## src/rtl/star_scanner_if.sv

```systemverilog
// Frame-buffer read port of the star scanner.
// The scanner drives address/enable; the synchronous RAM returns data a cycle later.
interface star_scanner_if #(
   parameter int COLSZ = 3
);
   logic [14:0]      rd_addr;
   logic             rd_en;
   logic [COLSZ-1:0] rd_data;

   modport master (
      output rd_addr,
      output rd_en,
      input  rd_data
   );

   modport slave (
      input  rd_addr,
      input  rd_en,
      output rd_data
   );
endinterface

```

## src/rtl/star_scanner.sv

```systemverilog
// Raster scanner that walks the frame buffer looking for star pixels.
// A pixel is a star if it is neither background nor box-outline colour.
module star_scanner #(
   parameter int XSZ   = 8,
   parameter int YSZ   = 7,
   parameter int COLSZ = 3,
   parameter int XMAX  = 160,
   parameter int YMAX  = 120,
   parameter logic [COLSZ-1:0] BG_COL  = 3'b000,
   parameter logic [COLSZ-1:0] BOX_COL = 3'b010
) (
   input  logic            clk,
   input  logic            reset,
   input  logic            start,
   input  logic            resume,
   star_scanner_if.master  fb,
   output logic [XSZ-1:0]  x_out,
   output logic [YSZ-1:0]  y_out,
   output logic            star_found,
   output logic            frame_done,
   output logic            busy
);

   typedef enum logic [1:0] {IDLE, SCAN, FOUND, DONE} state_t;

   localparam logic [XSZ-1:0] XLAST = XSZ'(XMAX - 1);
   localparam logic [YSZ-1:0] YLAST = YSZ'(YMAX - 1);

   state_t         state;
   logic [XSZ-1:0] ix, issueX, cmpX;
   logic [YSZ-1:0] iy, issueY, cmpY;
   logic           more;
   logic           cmpValid;
   logic           hit;
   logic           ixLast;
   logic           atEnd;
   logic           goStart;
   logic           goResume;
   logic           outLast;

   // y*160+x as shifts and adds
   function automatic logic [14:0] addrOf(
      input logic [XSZ-1:0] x,
      input logic [YSZ-1:0] y
   );
      logic [14:0] yy;
      yy = 15'(y);
      return (yy << 7) + (yy << 5) + 15'(x);
   endfunction

   // Hit decode, raster-end detection and command qualification
   always_comb begin
      hit      = cmpValid && (fb.rd_data != BG_COL)
                          && (fb.rd_data != BOX_COL);
      ixLast   = (ix == XLAST);
      atEnd    = ixLast && (iy == YLAST);
      goStart  = start && (state != SCAN);
      goResume = resume && !start && (state == FOUND);
      outLast  = (x_out == XLAST) && (y_out == YLAST);
   end

   // Scan FSM: issue pipeline, compare stage and registered status outputs
   always_ff @(posedge clk) begin
      if (reset) begin
         state      <= IDLE;
         fb.rd_addr <= '0;
         fb.rd_en   <= 1'b0;
         x_out      <= '0;
         y_out      <= '0;
         star_found <= 1'b0;
         frame_done <= 1'b0;
         busy       <= 1'b0;
         ix         <= '0;
         iy         <= '0;
         issueX     <= '0;
         issueY     <= '0;
         cmpX       <= '0;
         cmpY       <= '0;
         more       <= 1'b0;
         cmpValid   <= 1'b0;
      end else if (goStart) begin
         state      <= SCAN;
         busy       <= 1'b1;
         star_found <= 1'b0;
         frame_done <= 1'b0;
         fb.rd_en   <= 1'b0;
         cmpValid   <= 1'b0;
         more       <= 1'b1;
         ix         <= '0;
         iy         <= '0;
      end else if (goResume) begin
         star_found <= 1'b0;
         fb.rd_en   <= 1'b0;
         cmpValid   <= 1'b0;
         if (outLast) begin
            // last pixel of the frame was the hit: nothing left to read
            state      <= DONE;
            frame_done <= 1'b1;
         end else begin
            state <= SCAN;
            busy  <= 1'b1;
            more  <= 1'b1;
            ix    <= (x_out == XLAST) ? '0 : x_out + 1'b1;
            iy    <= (x_out == XLAST) ? y_out + 1'b1 : y_out;
         end
      end else if (state == SCAN) begin
         cmpValid <= fb.rd_en;
         cmpX     <= issueX;
         cmpY     <= issueY;
         if (hit) begin
            // the read issued alongside this compare is dropped
            state      <= FOUND;
            busy       <= 1'b0;
            star_found <= 1'b1;
            x_out      <= cmpX;
            y_out      <= cmpY;
            fb.rd_en   <= 1'b0;
            cmpValid   <= 1'b0;
            more       <= 1'b0;
         end else if (more) begin
            fb.rd_en   <= 1'b1;
            fb.rd_addr <= addrOf(ix, iy);
            issueX     <= ix;
            issueY     <= iy;
            if (atEnd) more <= 1'b0;
            ix <= ixLast ? '0 : ix + 1'b1;
            iy <= ixLast ? iy + 1'b1 : iy;
         end else begin
            fb.rd_en <= 1'b0;
            if (!fb.rd_en && cmpValid) begin
               state      <= DONE;
               busy       <= 1'b0;
               frame_done <= 1'b1;
            end
         end
      end
   end

endmodule

```

## src/flat_wrapper.sv

```systemverilog
// flat-port wrapper written by rule: the top's interface ports become plain ports
module star_scanner_flat 
#(
   parameter int XSZ   = 8,
   parameter int YSZ   = 7,
   parameter int COLSZ = 3,
   parameter int XMAX  = 160,
   parameter int YMAX  = 120,
   parameter logic [COLSZ-1:0] BG_COL  = 3'b000,
   parameter logic [COLSZ-1:0] BOX_COL = 3'b010
)
  (clk, reset, start, resume, x_out, y_out, star_found, frame_done, busy, fb_rd_addr, fb_rd_en, fb_rd_data);
  star_scanner_if #(.COLSZ(COLSZ)) fb_i ();
  input  logic clk;
  input  logic reset;
  input  logic start;
  input  logic resume;
  output logic [XSZ-1:0] x_out;
  output logic [YSZ-1:0] y_out;
  output logic star_found;
  output logic frame_done;
  output logic busy;
  output wire logic [$bits(fb_i.rd_addr)-1:0] fb_rd_addr;
  output wire logic [$bits(fb_i.rd_en)-1:0] fb_rd_en;
  input wire logic [$bits(fb_i.rd_data)-1:0] fb_rd_data;
  assign fb_rd_addr = fb_i.rd_addr;
  assign fb_rd_en = fb_i.rd_en;
  assign fb_i.rd_data = fb_rd_data;
  star_scanner #(.XSZ(XSZ), .YSZ(YSZ), .COLSZ(COLSZ), .XMAX(XMAX), .YMAX(YMAX), .BG_COL(BG_COL), .BOX_COL(BOX_COL)) u_core (.clk(clk), .reset(reset), .start(start), .resume(resume), .fb(fb_i), .x_out(x_out), .y_out(y_out), .star_found(star_found), .frame_done(frame_done), .busy(busy));
endmodule
```

## config.mk

```make
export PLATFORM = sky130hd
export DESIGN_NAME = star_scanner_flat
export DESIGN_NICKNAME = d
export VERILOG_FILES = /design/src/rtl/star_scanner_if.sv /design/src/rtl/star_scanner.sv /design/src/flat_wrapper.sv
export SDC_FILE = /design/constraint.sdc
export NUM_CORES = 1
export LEC_CHECK = 0
export ABC_AREA = 1
export CAP_MARGIN = 25
export CORE_MARGIN = 2
export CORE_UTILIZATION = 45
export CTS_BUF_LIST = sky130_fd_sc_hd__clkbuf_4 sky130_fd_sc_hd__clkbuf_8
export DETAILED_ROUTE_END_ITERATION = 16
export PLACE_DENSITY_LB_ADDON = 0.12
export SLEW_MARGIN = 20
export SYNTH_ARGS = -nofsm -noshare
export SYNTH_HDL_FRONTEND = slang
export SYNTH_SLANG_ARGS = --single-unit
```

## constraint.sdc

```tcl
create_clock -name clk -period 2.5 [get_ports clk]
set_input_delay 0.25 -clock clk [delete_from_list [all_inputs] [get_ports clk]]
set_output_delay 0.25 -clock clk [all_outputs]
set_load 0.03 [all_outputs]
```

==> impl_metrics.py <==
metrics = {
    "sta": {
        "fin_skew_ns": 0.0209,
        "max_freq_ghz": 0.450,
        "worst_slew_pin_slew_ns": 0.495,
        "fin_ws_ns": 0.278,
        "fin_crit_ns": 2.22,
        "final_hold_viol_count": 0,
        "finalSetupViolations": 0,
        "slew_headroom_pct": 66.9,
        "fin_tns_setup_ns": 0,
        "period_share_pct": 88.9,
        "drv_slew": 0,
        "rsz0062_at_grt": "no",
    },
    "worst_setup_path": {
        "endpoint": "u_core.fb.rd_addr[12]",
        "cp_slowest_cell": "fa_1",
        "crit_buf_inv": 2,
        "cp_cell_sequence": "inv_1 > fa_1 > fa_1 > o21ai_1 > a21oi_1 > xor2_1 > nand2_1 > nand2_1 > inv_1",
        "cp.required_ns": 2.76,
        "path_max_fanout": 5,
        "r2r_end": "u_core.fb.rd_addr[12]",
        "crit_family": "adder cells",
        "critPathLaunch": "u_core.ix[7]",
        "slowest_delay_ns": 0.50,
        "crit_type": "flop to flop",
        "cp-end-kind": "flop",
        "cp_num_cells": 9,
        "cp.arrival_ns": 2.48,
        "ff2ff_path_depth": 9,
        "crit_path_start_kind": "flop",
        "r2r_start": "u_core.ix[7]",
        "reg2reg_slack_ns": 0.28,
    },
    "synth": {
        "syn_nets": 613,
        "synth_top_area_share_pct": 37.2,
        "ys.flop_type": "dfxtp_1",
        "yosysMostFrequentCell": "nand2_1",
        "synth_edf_count": 0,
        "synth-async-reset-ratio_pct": 0,
        "synthTopCellsByArea": "dfxtp_1 37%, nand2_1 10%, o21ai_0 7.8%, a21oi_1 7.6%, inv_1 5.8%",
        "yosys_warnings": 0,
        "synth_top_cells_by_count": "112 x nand2_1, 78 x dfxtp_1, 65 x inv_1, 65 x o21ai_0, 64 x a21oi_1",
        "synth_area_sq_um": 4200,
        "yosysTopAreaCell": "dfxtp_1",
        "yosysUniqueCellTypes": 38,
        "synth_area_per_cell_sq_um": 7.15,
        "synth_seq_cells": 78,
        "synthCells": 587,
        "seq_area_frac_synth_pct": 37.2,
    },
    "routing": {
        "wl_per_cell_um": 14.4,
        "firstDrtPassIters": 6,
        "via_count": 3896,
        "viasPerCell": 5.28,
        "wl_mm": 10.7,
        "route.antenna.remaining_nets": 0,
        "drtIter0Drc": 168,
        "drc": 0,
    },
    "die": {
        "die_w_um": 101,
        "start_util_pct": 45.9,
        "rows": 35,
        "core_sq_um": 9150,
        "io_pins": 41,
        "die-height_um": 101,
        "die-area_sq_um": 10100,
    },
    "clock_tree": {
        "cts.sinks": 78,
        "ctsHtreeMaxLevel": 3,
        "cts_resized": 0,
        "clock_latency_ns": 0.36,
        "hold_buffers": 0,
        "cts_setup_buffers": 0,
        "cts_buffers": 9,
        "clk_pin_slew_ns": 0.08,
        "cts_max_path_buffers": 2,
        "cts_tree": "yes",
        "clock-root-buffer": "clkbuf_8",
    },
    "grt": {
        "grt_max_degree": 51,
        "grt_overflow_total": 0,
        "grt_pass1_wl_mm": 18.0,
        "first_global_vias": 3700,
        "grtUsageTotal_pct": 22.6,
        "antenna_found_initial": 0,
    },
    "layout": {
        "nNetsFinal": 648,
        "layout-drive-gt1-share_pct": 9.89,
        "num_antenna_cells": 0,
        "syn2layout_area_growth_pct": 16.2,
    },
    "power_and_ir_drop": {
        "p_switching_mw": 0.670,
        "p_sw_share_pct": 25.6,
        "p_int_mw": 1.95,
        "power_density_nw_per_um2": 537,
        "pwr-share-comb_pct": 9.3,
        "ir_drop_uv": 281,
        "p_seq_share_pct": 50.4,
        "p_leak_nw": 2.09,
        "clkPwrFrac_pct": 40.2,
    },
    "placed_design": {
        "place.gp.congestion": 0.897,
        "dp_worst_setup_slack_ns": 0.163,
        "dp_hpwl_mm": 7.56,
        "portBuffers": 39,
    },
    "min_path": {
        "hold_class": "flop to flop",
    },
    "job": {
        "drv_cap": 0,
    },
    "outcome": {
        "outcome": "finished, final reports clean",
    },
}
==> area by class of cell <==
class / instances / area, sq um
Sequential cell: 78 / 1560
Fill cell: 927 / 4270
Clock buffer: 10 / 131
Multi-Input combinational cell: 410 / 2210
Tap cell: 111 / 139
Inverter: 73 / 274
Timing Repair Buffer: 50 / 473
Clock inverter: 6 / 86.3
==> worst min path at each step <==
stage          cells after the start        startpoint                to  slack, ns
3_5_place_dp                       2  u_core.issueX[5]    u_core.cmpX[5]       0.45
3_3_place_gp                       2  u_core.issueY[1]  u_core.issueY[1]       0.44
5_1_grt                            2  u_core.issueY[3]    u_core.cmpY[3]       0.47
6_report                           2  u_core.issueY[3]    u_core.cmpY[3]       0.45
4_1_cts                            2  u_core.issueY[0]    u_core.cmpY[0]       0.45
2_1_floorplan                      2  u_core.issueY[0]    u_core.cmpY[0]       0.43
==> flip-flops by register name (all words and copies together), names as in the netlist <==
| name | cells |
|---|---|
| u_core.fb.rd_addr | 15 |
| u_core.cmpX | 8 |
| u_core.ix | 8 |
| u_core.x_out | 8 |
| u_core.cmpY | 7 |
| u_core.issueY | 7 |
| u_core.iy | 7 |
| u_core.y_out | 7 |
| u_core.issueX | 3 |
| u_core.state | 2 |
| u_core.busy | 1 |
| u_core.cmpValid | 1 |
| u_core.fb.rd_en | 1 |
| u_core.frame_done | 1 |
| u_core.more | 1 |
| u_core.star_found | 1 |
==> layer usage <==
metal | track usage, % | routed length [um]
met5 | 0 | 0
met3 | 4.37 | 469
met4 | 10.3 | 329
met2 | 35.6 | 4820
met1 | 29.9 | 5040
==> power by group through the flow <==
stage	clock network, mW	logic (mW)	registers, mW
after floorplan	0	0.163	1.36
after global placement	0	0.242	1.35
after detailed placement	0	0.245	1.35
after CTS	1.07	0.247	1.32
after global routing	1.14	0.276	1.33
final	1.05	0.245	1.32
==> logic make-up after synthesis <==
group,after synthesis,share of synthesized area (%)
XOR/XNOR,9,1.88
AND/OR/NAND/NOR,237,26.6
adder cells (fa/ha/maj),19,6.02
buffers and inverters,99,10.0
flip-flops,78,37.2
AO/OA/AOI/OAI,145,18.2
==> stage by stage <==
stage	area [sq um]	std cells	hold WS (ns)	power, mW	util [%]
2_1_floorplan	4200	587	0.430	1.52	-
3_3_place_gp	4660	722	0.440	1.59	50.9
3_5_place_dp	4660	722	0.445	1.60	50.9
4_1_cts	4880	738	0.453	2.64	53.3
5_1_grt	4880	738	0.467	2.74	53.3
6_report	4880	738	0.451	2.62	53.3
==> cell usage in the layout, fill, tap and decap left out, types with 3 or more instances in the layout <==
cell type,count
nor2_4,6
inv_1,65
a21oi_1,64
nand4_1,7
nor3_1,5
dfxtp_1,78
clkbuf_8,9
nand3_4,3
nor2_1,52
clkdlybuf4s50_1,39
inv_2,8
xnor2_1,3
nand2_2,4
o21ai_1,5
buf_4,11
nand2_1,112
ha_1,17
xor2_1,6
o21ai_0,64
nand3_1,35
nand2_4,3
nor2_2,5
==> worst reg2reg max path, stage by stage (launching register included) <==
cell	delay [ns]
dfxtp_1	0.32
inv_1	0.15
fa_1	0.50
fa_1	0.47
o21ai_1	0.27
a21oi_1	0.12
xor2_1	0.14
nand2_1	0.07
nand2_1	0.07
inv_1	0.03
(Power assumes the default switching activity.)
